[src/rtl/uart_pkg.sv]
// Shared UART definitions: data width, default TX FIFO depth and the
// encoding of the transmit drain state machine.
package uart_pkg;

  localparam int UART_DATA_W   = 8;
  localparam int TX_FIFO_DEPTH = 16;

  // Drain FSM states: wait for data and thre, pulse the core, then hold off.
  typedef enum logic [1:0] {
    ST_IDLE  = 2'd0,
    ST_PUSH  = 2'd1,
    ST_GUARD = 2'd2
  } tx_state_t;

endpackage

[src/rtl/uart_tx_fifo_if.sv]
// Bundle of the CPU-side write port, the UART core handshake and the
// status flags of the transmit FIFO.
interface uart_tx_fifo_if #(parameter int AW = 4);
  import uart_pkg::*;

  logic                   wr;
  logic [UART_DATA_W-1:0] din;
  logic                   clr;
  logic                   thre;
  logic                   core_wr;
  logic [UART_DATA_W-1:0] core_d;
  logic                   full;
  logic                   empty;
  logic [AW:0]            level;
  logic                   ovf;
  logic                   irq_lw;

  // Environment side: CPU store path plus the UART core status.
  modport master (
    output wr, din, clr, thre,
    input  core_wr, core_d, full, empty, level, ovf, irq_lw
  );

  // FIFO side.
  modport slave (
    input  wr, din, clr, thre,
    output core_wr, core_d, full, empty, level, ovf, irq_lw
  );

endinterface

[src/rtl/sync_fifo_core.sv]
// Generic synchronous FIFO storage: register array, wrapping pointers and
// an explicit occupancy counter. Read data is registered on pop.
module sync_fifo_core #(
  parameter int DEPTH = 16,
  parameter int AW    = 4,
  parameter int W     = 8
) (
  input  logic         clk,
  input  logic         reset,
  input  logic         push,
  input  logic         pop,
  input  logic         clr,
  input  logic [W-1:0] din,
  output logic [W-1:0] rd_data,
  output logic         full,
  output logic         empty,
  output logic [AW:0]  level
);

  localparam logic [AW:0] DEPTH_L = DEPTH[AW:0];

  logic [W-1:0]  mem [DEPTH];
  logic [AW-1:0] wptr_reg, rptr_reg;
  logic [AW:0]   level_reg, level_next;
  logic [W-1:0]  rd_data_reg;
  logic          do_push, do_pop;

  // A pop frees a slot in the same edge, so a full FIFO still accepts a push then.
  assign do_pop  = pop && !clr && (level_reg != '0);
  assign do_push = push && !clr && ((level_reg != DEPTH_L) || do_pop);

  // Occupancy bookkeeping independent of the pointers.
  always_comb begin
    level_next = level_reg;
    case ({do_push, do_pop})
      2'b10:   level_next = level_reg + 1'b1;
      2'b01:   level_next = level_reg - 1'b1;
      default: level_next = level_reg;
    endcase
  end

  // Storage write port; no reset so the array maps onto plain memory.
  always_ff @(posedge clk) begin
    if (do_push && !reset) mem[wptr_reg] <= din;
  end

  // Pointers, level and registered read data.
  always_ff @(posedge clk) begin
    if (reset) begin
      wptr_reg    <= '0;
      rptr_reg    <= '0;
      level_reg   <= '0;
      rd_data_reg <= '0;
    end else if (clr) begin
      wptr_reg  <= '0;
      rptr_reg  <= '0;
      level_reg <= '0;
    end else begin
      if (do_push) wptr_reg <= wptr_reg + 1'b1;
      if (do_pop) begin
        rptr_reg    <= rptr_reg + 1'b1;
        rd_data_reg <= mem[rptr_reg];
      end
      level_reg <= level_next;
    end
  end

  assign rd_data = rd_data_reg;
  assign level   = level_reg;
  assign full    = (level_reg == DEPTH_L);
  assign empty   = (level_reg == '0);

endmodule

[src/rtl/uart_tx_fifo.sv]
// UART transmit FIFO: buffers CPU writes and drains them into the UART core
// one byte per thre, with a guard interval covering the core's thre latency.
module uart_tx_fifo
  import uart_pkg::*;
#(
  parameter int DEPTH  = TX_FIFO_DEPTH,
  parameter int AW     = 4,
  parameter int LOW_WM = 4,
  parameter int GUARD  = 2
) (
  input  logic           clk,
  input  logic           reset,
  uart_tx_fifo_if.slave  bus
);

  localparam logic [AW:0] LOW_WM_L   = LOW_WM[AW:0];
  localparam logic [2:0]  GUARD_INIT = 3'(GUARD - 1);

  tx_state_t              state_reg, state_next;
  logic [2:0]             guard_reg, guard_next;
  logic                   core_wr_reg, core_wr_next;
  logic                   ovf_reg, ovf_next;
  logic                   pop;
  logic                   fifo_full, fifo_empty;
  logic [AW:0]            fifo_level;
  logic [UART_DATA_W-1:0] fifo_rd_data;

  sync_fifo_core #(
    .DEPTH (DEPTH),
    .AW    (AW),
    .W     (UART_DATA_W)
  ) u_core (
    .clk     (clk),
    .reset   (reset),
    .push    (bus.wr),
    .pop     (pop),
    .clr     (bus.clr),
    .din     (bus.din),
    .rd_data (fifo_rd_data),
    .full    (fifo_full),
    .empty   (fifo_empty),
    .level   (fifo_level)
  );

  // Drain FSM next state, pop request and core write pulse.
  always_comb begin
    state_next   = state_reg;
    guard_next   = guard_reg;
    core_wr_next = 1'b0;
    pop          = 1'b0;
    case (state_reg)
      ST_IDLE: begin
        if (!fifo_empty && bus.thre) begin
          pop          = 1'b1;
          core_wr_next = 1'b1;
          state_next   = ST_PUSH;
        end
      end
      ST_PUSH: begin
        guard_next = GUARD_INIT;
        state_next = ST_GUARD;
      end
      ST_GUARD: begin
        if (guard_reg == 3'd0) state_next = ST_IDLE;
        else                   guard_next = guard_reg - 3'd1;
      end
      default: state_next = ST_IDLE;
    endcase
    if (bus.clr) begin
      state_next   = ST_IDLE;
      guard_next   = 3'd0;
      core_wr_next = 1'b0;
      pop          = 1'b0;
    end
  end

  // Sticky overflow: a write dropped because no slot was free this edge.
  always_comb begin
    ovf_next = ovf_reg | (bus.wr && fifo_full && !pop);
    if (bus.clr) ovf_next = 1'b0;
  end

  // FSM, pulse and overflow registers.
  always_ff @(posedge clk) begin
    if (reset) begin
      state_reg   <= ST_IDLE;
      guard_reg   <= 3'd0;
      core_wr_reg <= 1'b0;
      ovf_reg     <= 1'b0;
    end else begin
      state_reg   <= state_next;
      guard_reg   <= guard_next;
      core_wr_reg <= core_wr_next;
      ovf_reg     <= ovf_next;
    end
  end

  assign bus.core_wr = core_wr_reg;
  assign bus.core_d  = fifo_rd_data;
  assign bus.full    = fifo_full;
  assign bus.empty   = fifo_empty;
  assign bus.level   = fifo_level;
  assign bus.ovf     = ovf_reg;
  assign bus.irq_lw  = (fifo_level <= LOW_WM_L);

endmodule

[src/flat_wrapper.sv]
// flat-port wrapper written by rule: the top's interface ports become plain ports
module uart_tx_fifo_flat import uart_pkg::*;
#(
  parameter int DEPTH  = TX_FIFO_DEPTH,
  parameter int AW     = 4,
  parameter int LOW_WM = 4,
  parameter int GUARD  = 2
)
  (clk, reset, bus_wr, bus_din, bus_clr, bus_thre, bus_core_wr, bus_core_d, bus_full, bus_empty, bus_level, bus_ovf, bus_irq_lw);
  uart_tx_fifo_if #(.AW(AW)) bus_i ();
  input  logic clk;
  input  logic reset;
  input wire logic [$bits(bus_i.wr)-1:0] bus_wr;
  input wire logic [$bits(bus_i.din)-1:0] bus_din;
  input wire logic [$bits(bus_i.clr)-1:0] bus_clr;
  input wire logic [$bits(bus_i.thre)-1:0] bus_thre;
  output wire logic [$bits(bus_i.core_wr)-1:0] bus_core_wr;
  output wire logic [$bits(bus_i.core_d)-1:0] bus_core_d;
  output wire logic [$bits(bus_i.full)-1:0] bus_full;
  output wire logic [$bits(bus_i.empty)-1:0] bus_empty;
  output wire logic [$bits(bus_i.level)-1:0] bus_level;
  output wire logic [$bits(bus_i.ovf)-1:0] bus_ovf;
  output wire logic [$bits(bus_i.irq_lw)-1:0] bus_irq_lw;
  assign bus_i.wr = bus_wr;
  assign bus_i.din = bus_din;
  assign bus_i.clr = bus_clr;
  assign bus_i.thre = bus_thre;
  assign bus_core_wr = bus_i.core_wr;
  assign bus_core_d = bus_i.core_d;
  assign bus_full = bus_i.full;
  assign bus_empty = bus_i.empty;
  assign bus_level = bus_i.level;
  assign bus_ovf = bus_i.ovf;
  assign bus_irq_lw = bus_i.irq_lw;
  uart_tx_fifo #(.DEPTH(DEPTH), .AW(AW), .LOW_WM(LOW_WM), .GUARD(GUARD)) u_core (.clk(clk), .reset(reset), .bus(bus_i));
endmodule
[config.mk]
export PLATFORM = sky130hd
export DESIGN_NAME = uart_tx_fifo_flat
export DESIGN_NICKNAME = d
export VERILOG_FILES = /design/src/rtl/uart_pkg.sv /design/src/rtl/uart_tx_fifo_if.sv /design/src/rtl/sync_fifo_core.sv /design/src/rtl/uart_tx_fifo.sv /design/src/flat_wrapper.sv
export SDC_FILE = /design/constraint.sdc
export NUM_CORES = 1
export LEC_CHECK = 0
export ABC_AREA = 0
export CORE_MARGIN = 1.5
export CORE_UTILIZATION = 45
export CTS_CLUSTER_DIAMETER = 80
export DETAILED_ROUTE_END_ITERATION = 7
export SYNTH_ARGS = -nofsm -noshare
export SYNTH_HDL_FRONTEND = slang
export SYNTH_SLANG_ARGS = --single-unit
[constraint.sdc]
create_clock -name clk -period 2.8 [get_ports clk]
set_clock_uncertainty 0.15 [all_clocks]
set_input_delay 0.84 -clock clk [delete_from_list [all_inputs] [get_ports clk]]
set_output_delay 0.84 -clock clk [all_outputs]
set_load 0.05 [all_outputs]
==> results.ini, run 1 <==
[status]
status = completed

[setup_path]
wp_data_required_ps = 1810
slowest_delay_ps = 410
cp-start-kind = flop
worst-endpoint-arrival_ps = 1720
worst-setup-path-type = flop to output pin
cp.buffers_inverters = 2
critPathMaxFanout = 6
critPathLaunch = u_core.u_core.level[0]$_SDFFE_PP0P_
cp-end-kind = output pin
slowest_stage = or3_4
critical_path.cell_chain = or3_4 > buf_4 > nor3_2 > buf_12
reg2reg_setup_slack_ps = 160
worst_path_dominant_cell_family = simple AND/OR/NAND/NOR gates
critical_path.reg2reg.startpoint = u_core.u_core.level[0]$_SDFFE_PP0P_

[floorplan]
design.core.area_um2 = 13800
fp.dieArea_um2 = 14900
row_count = 43
floorplan.die.height_um = 122
initial_core_util_pct = 46.0
io_pins = 31
dieWidth_um = 122

[detailed_routing]
drt_drc = 0
viasPerCell = 5.28
firstDrtPassIters = 4
detail_route.iter0.violations = 238
via_count = 3614
wire_per_inst_um = 18.9
drt.antenna.violating_nets = 0
drt-total-wl_um = 12900

[global_route]
grt_start_max_net_pins = 25
number_of_antenna_violations_at_the_first_check_in_global_routing = 0
globalRoute.totalOverflow = 0
grt_usage_pct = 19.2
grt_pass1_wl_um = 20300
grt_pass1_vias = 3559

[logic_synthesis]
dominantRegCellSynth = edfxtp_1
synth-edff-count = 128
yosys.cell_count.top_type = edfxtp_1
netlist_top_cells_area = edfxtp_1, mux2i_1, dfxtp_1, o22ai_1, nor2_1
ys_async_sr_fraction_pct = 0
seq_area_frac_synth_pct = 69.2
synth.cell_area_um2 = 6360
ys_ff_latch = 156
synthDominantAreaCellType = edfxtp_1
netlist.area_leader.share_pct = 60.4
post_synth_num_cell_types = 42
synthesis.nets = 454
synth-warning-count = 0
post_synth.cell_area_avg_um2 = 14.8
synth_commonest_cells = edfxtp_1, mux2i_1, nor2_1
netlist_instances = 430

[placed_design]
pre_cts_slack_ps = -471
dpl.hpwl_um = 8580
port_buffers = 30
numPlacedInstances = 651
place.gp.congestion = 0.781

[layout]
fin_util_pct = 55.7
filler_free_cell_count_of_the_finished_design = 684
area_taken_by_flip_flops_and_latches_um2 = 4410
fillCellCount = 1059
multi_input_comb_area_um2 = 1860
largest_reg_flops = 128
post_route_cells_drive_above_1_share_pct = 17.1
insertedDiodeCount = 0
nets = 515
areaGrowthSynthToFinish_pct = 21.0

[clock_network]
clock_slew_at_reported_path_ffs_ps = 60
ctsRootBufferMaster = clkbuf_16
clock_insertion_delay_worst_skew_ps = 420
total_cts_buffers = 17
clock_sink_count = 156
tritoncts = done
clk_path_buf_depth = 2
cts_max_level = 4
post_cts_hold_buffer_count = 0

[job]
number_of_maximum_capacitance_constraint_violations = 0

[timing]
timing.fmax_ghz = 0.369
setup_viol = 0
period_needed_ps = 2710
final_max_slew_viol_count = 0
layout_setup_ws_ps = 87.0
finalCritPeriodShare_pct = 96.9
timing.final.hold_violations = 0
fin_tns_setup_ps = 0
slew_headroom_pct = 56.3
worst_pin_slew_ps = 653
rsz0062_at_grt = true

[power_and_ir_drop]
p_comb_share_pct = 3.0
design_power_total_mw = 4.90
switching_power_uw = 966
power.internal_mw = 3.93
p_seq_share_pct = 51.5
vdd.ir_drop.worst_mv = 0.426
power_frac_clock_pct = 45.5
switching_share_pct = 19.7
power.density_cell_area_nw_per_um2 = 636
static_power_due_to_leakage_nw = 2.47

[min_path]
hp-class = flop to flop
hp-start = u_core.bus.ovf$_SDFF_PP0_

[repair_timing]
item                                    4_1_cts  5_1_grt
setup buffers                                 1        0
endpoints found under the setup margin        3        3
pin swaps                                     2        2
gates resized for setup                       4        5
hold endpoints to repair                      0        0
[cells by family after synthesis]
kind of cell,after synthesis,share of synthesized area (%)
xor gates and xnor gates,9,1.24
adders and majority gates,11,2.28
DFF,156,69.2
muxes,68,10.9
buffers and inverters,27,2.48
AOI/OAI and AO/OA,59,6.21
and+or+nand+nor,100,7.71
[routing by layer]
metal | GRT usage (%) | vias to the layer above | wire length, µm
met1 | 26.8 | 1783 | 6090
met3 | 3.98 | 13 | 406
met2 | 29.1 | 55 | 6260
met4 | 8.16 | 0 | 148
met5 | 0 | - | 0
li1 | - | 1763 | -
[power groups by stage]
| stage | combinational, mW | clock, mW | sequential (mW) |
|---|---|---|---|
| floorplan | 0.0569 | 0 | 2.58 |
| global placement | 0.146 | 0 | 2.57 |
| detailed placement | 0.147 | 0 | 2.57 |
| CTS | 0.149 | 2.27 | 2.52 |
| global route | 0.161 | 2.37 | 2.52 |
| finish | 0.148 | 2.23 | 2.52 |
[final cells by class]
class	instances	area share (%)
Multi-Input combinational cell	247	24.1
Sequential cell	156	57.3
Inverter	6	0.292
Clock inverter	10	1.53
Timing Repair Buffer	63	7.77
Clock buffer	22	6.03
Tap cell	180	2.92
[worst paths after layout]
kind | endpoint | cells past startpoint
worst max-delay path | bus_empty | 4
worst min-delay path | u_core.bus.ovf$_SDFF_PP0_ | 2
worst max register to register | u_core.u_core.level[4]$_SDFFE_PP0P_ | 10
worst min register to register | u_core.bus.ovf$_SDFF_PP0_ | 2
[per-stage QoR]
stage               cell area (µm²)  hold slack (ps)
global route                   7700              360
floorplan                      6390              330
finish                         7700              325
detailed placement             7080              316
CTS                            7670              329
global placement               7080              308
[cell usage in the layout, fill, tap and decap left out, types with 3 or more instances in the layout]
| cell | netlist | routed |
|---|---|---|
| clkbuf_16 | 0 | 17 |
| xor2_1 | 5 | 5 |
| nand2_1 | 12 | 12 |
| nand3_1 | 5 | 5 |
| clkinv_4 | 0 | 3 |
| a211oi_1 | 8 | 8 |
| clkbuf_1 | 7 | 3 |
| mux2i_1 | 67 | 67 |
| clkdlybuf4s50_1 | 0 | 24 |
| buf_12 | 0 | 5 |
| xnor2_1 | 4 | 4 |
| nor3_1 | 6 | 4 |
| ha_1 | 10 | 9 |
| inv_1 | 6 | 6 |
| o22ai_1 | 33 | 33 |
| nor4_1 | 9 | 9 |
| nor2_1 | 50 | 49 |
| nand3b_1 | 4 | 4 |
| dfxtp_1 | 28 | 24 |
| a21oi_1 | 10 | 9 |
| clkinv_2 | 0 | 3 |
| edfxtp_1 | 128 | 128 |
| buf_4 | 0 | 32 |
[worst reg2reg max path: stages, from the launching register on]
cell and delay [ps]:
dfxtp_4 370, or3_4 410, o31ai_4 280, nor2_4 90
buf_4 140, fa_1 380, nand3_1 100, nand2_1 70
or3_4 350, a21oi_4 130, nor3b_2 50
Power figures use the tool's default switching activity.
==> inputs of run 2 (changes only) <==
--- a/config.mk
+++ b/config.mk
@@ -7,9 +7,10 @@
 export LEC_CHECK = 0
 export ABC_AREA = 0
 export CORE_MARGIN = 1.5
-export CORE_UTILIZATION = 45
+export CORE_UTILIZATION = 35
 export CTS_CLUSTER_DIAMETER = 80
 export DETAILED_ROUTE_END_ITERATION = 7
+export SKIP_LAST_GASP = 1
 export SYNTH_ARGS = -nofsm -noshare
 export SYNTH_HDL_FRONTEND = slang
 export SYNTH_SLANG_ARGS = --single-unit
==> results.ini, run 2 (synthesis gave the netlist of run 1 again) <==
[timing]
worst_pin_slew_ps = 665  ; +11.8 ps
setup_viol = 0  ; unchanged
timing.final.hold_violations = 0  ; unchanged
slew_headroom_pct = 55.5  ; -0.79 points
timing.fmax_ghz = 0.367  ; -0.36%
final_max_slew_viol_count = 0  ; unchanged
finalCritPeriodShare_pct = 97.2  ; +0.35 points
period_needed_ps = 2720  ; +9.81 ps

[detailed_routing]
viasPerCell = 5.04  ; -4.6%
wire_per_inst_um = 18.2  ; -3.6%
via_count = 3694  ; +2.2%
detail_route.iter0.violations = 280  ; +18%
firstDrtPassIters = 4  ; unchanged
drt_drc = 0  ; unchanged
drt-total-wl_um = 13300  ; +3.3%
drt.antenna.violating_nets = 0  ; unchanged

[clock_network]
tritoncts = done
clk_path_buf_depth = 2  ; unchanged
clock_slew_at_reported_path_ffs_ps = 60  ; about the same
post_cts_hold_buffer_count = 0  ; unchanged
total_cts_buffers = 17  ; unchanged
cts_max_level = 4  ; unchanged
ctsRootBufferMaster = clkbuf_16
clock_insertion_delay_worst_skew_ps = 430  ; about the same
clock_sink_count = 156  ; unchanged

[power_and_ir_drop]
design_power_total_mw = 5.08  ; +3.8%
vdd.ir_drop.worst_mv = 0.453  ; +6.4%
power_frac_clock_pct = 47.4  ; +1.9 points
switching_power_mw = 1.02  ; +5.1%
p_seq_share_pct = 49.6  ; -1.9 points
power.density_cell_area_nw_per_um2 = 652  ; +2.5%
p_comb_share_pct = 3.0  ; about the same
power.internal_mw = 4.07  ; +3.4%
switching_share_pct = 20.0  ; +0.25 points
static_power_due_to_leakage_nw = 2.49  ; +0.79%

[setup_path]
cp-start-kind = input pin
wp_data_required_ps = 2950  ; +1140 ps
worst-setup-path-type = input pin to flop
worst-endpoint-arrival_ps = 2870  ; +1150 ps
worst_path_dominant_cell_family = simple AND/OR/NAND/NOR gates
reg2reg_setup_slack_ps = 150  ; about the same
critPathMaxFanout = 4  ; -2
cp.buffers_inverters = 1  ; -1
slowest_stage = clkdlybuf4s50_1
critical_path.cell_chain = clkdlybuf4s50_1 > nor4b_4 > o31ai_4 > nor2_4 > ha_4 > a21oi_1 > nand2_1 > or3_4 > a21oi_2 > nor3b_2
reg2reg_depth = 10  ; unchanged
critical_path.reg2reg.startpoint = u_core.u_core.level[0]$_SDFFE_PP0P_
crit-reg2reg-capture = u_core.u_core.level[4]$_SDFFE_PP0P_
slowest_delay_ps = 460  ; +50 ps
cp-end-kind = flop

[layout]
areaGrowthSynthToFinish_pct = 22.5
multi_input_comb_area_um2 = 1860  ; +0.27%
layout_commonest_cell = edfxtp_1
fin_util_pct = 43.5  ; -12 points
layout_common_cells = edfxtp_1, mux2i_1, nor2_1
post_route_cells_drive_above_1_share_pct = 16.9  ; -0.20 points
fillCellCount = 1610  ; +52%
insertedDiodeCount = 0  ; unchanged
area_taken_by_flip_flops_and_latches_um2 = 4410  ; unchanged
largest_reg_flops = 128  ; unchanged
nets = 515  ; unchanged

[min_path]
hp-start = u_core.bus.ovf$_SDFF_PP0_
min_delay_path_depth = 2  ; unchanged
holdPathEnd = u_core.bus.ovf$_SDFF_PP0_
hp-class = flop to flop

[global_route]
globalRoute.totalOverflow = 0  ; unchanged
grt_start_max_net_pins = 67  ; +170%
grt_pass1_wl_um = 20800  ; +2.4%
number_of_antenna_violations_at_the_first_check_in_global_routing = 0  ; unchanged
grt_usage_pct = 15.2  ; -4.0 points
grt_pass1_vias = 3763  ; +5.7%

[job]
number_of_maximum_capacitance_constraint_violations = 0  ; unchanged

[placed_design]
port_buffers = 30  ; unchanged
place.gp.congestion = 0.786  ; +0.64%
dpl.hpwl_um = 8650  ; +0.81%

[floorplan]
floorplan.die.height_um = 138  ; +13%
dieWidth_um = 138  ; +13%
fp.dieArea_um2 = 19000  ; +28%
row_count = 49  ; +14%
initial_core_util_pct = 35.6  ; -10 points
design.core.area_um2 = 17900  ; +29%
io_pins = 31  ; unchanged

[status]
status = completed

run 2: area by class of cell:
class,instances,area share (%)
Inverter,6,0.289
Multi-Input combinational cell,247,23.9
Tap cell,229,3.68
Timing Repair Buffer,63,7.56
Clock buffer,19,5.55
Sequential cell,156,56.6
Clock inverter,13,2.38
run 2: how the worst max path moves through the flow:
stage / from / endpoint / slack (ps) / cells after the start
floorplan: u_core.u_core.level[4]$_SDFFE_PP0P_ / bus_full / -230 / 2
global placement: bus_clr / u_core.u_core.level[4]$_SDFFE_PP0P_ / -420 / 10
detailed placement: bus_clr / u_core.u_core.level[4]$_SDFFE_PP0P_ / -460 / 10
CTS: u_core.u_core.level[0]$_SDFFE_PP0P_ / bus_empty / 6 / 4
global route: bus_thre / u_core.u_core.level[4]$_SDFFE_PP0P_ / -7 / 10
finish: bus_thre / u_core.u_core.level[4]$_SDFFE_PP0P_ / 80 / 10
run 2: worst min-delay path, stage by stage, from the launching register on:
cell and delay (ps):
dfxtp_1 330, a21oi_1 40, nor2_1 70
run 2: metal layers:
metal | wire length, µm | vias up | GRT usage, %
li1 | - | 1768 | -
met1 | 5850 | 1839 | 18.7
met2 | 6570 | 73 | 24.4
met3 | 643 | 14 | 4.82
met4 | 266 | 0 | 6.83
met5 | 0 | - | 0
run 2: what timing repair did:
item / 4_1_cts / 5_1_grt
hold endpoints to repair: 0 / 0
pin swaps: 2 / 2
setup buffers: 0 / 1
gates resized for setup: 3 / 7
setup endpoints to repair: 3 / 4
run 2: power groups by stage:
| stage | clock network, mW | logic [mW] | registers, mW |
|---|---|---|---|
| finish | 2.41 | 0.152 | 2.52 |
| global route | 2.54 | 0.164 | 2.52 |
| global placement | 0 | 0.146 | 2.57 |
| detailed placement | 0 | 0.149 | 2.57 |
| floorplan | 0 | 0.0569 | 2.58 |
| CTS | 2.44 | 0.150 | 2.52 |
run 2: stage by stage:
stage | hold slack, ps | instances | area [µm²] | setup TNS (ps) | setup WS [ps]
5_1_grt | 354 | 733 | 7790 | -7.40 | -7.40
3_3_place_gp | 308 | 700 | 7130 | -26330 | -423
4_1_cts | 331 | 732 | 7750 | 0 | 6.28
2_1_floorplan | 330 | 430 | 6390 | -434 | -233
3_5_place_dp | 317 | 700 | 7130 | -29400 | -462
6_report | 322 | 733 | 7790 | 0 | 77.2
==> inputs of run 3 (changes only) <==
--- a/config.mk
+++ b/config.mk
@@ -10,6 +10,7 @@
 export CORE_UTILIZATION = 35
 export CTS_CLUSTER_DIAMETER = 80
 export DETAILED_ROUTE_END_ITERATION = 7
+export HOLD_SLACK_MARGIN = 0.03
 export SKIP_LAST_GASP = 1
 export SYNTH_ARGS = -nofsm -noshare
 export SYNTH_HDL_FRONTEND = slang
==> results of run 3 <==
Same layout as run 2: the final DEF is identical, and so are final timing and power.
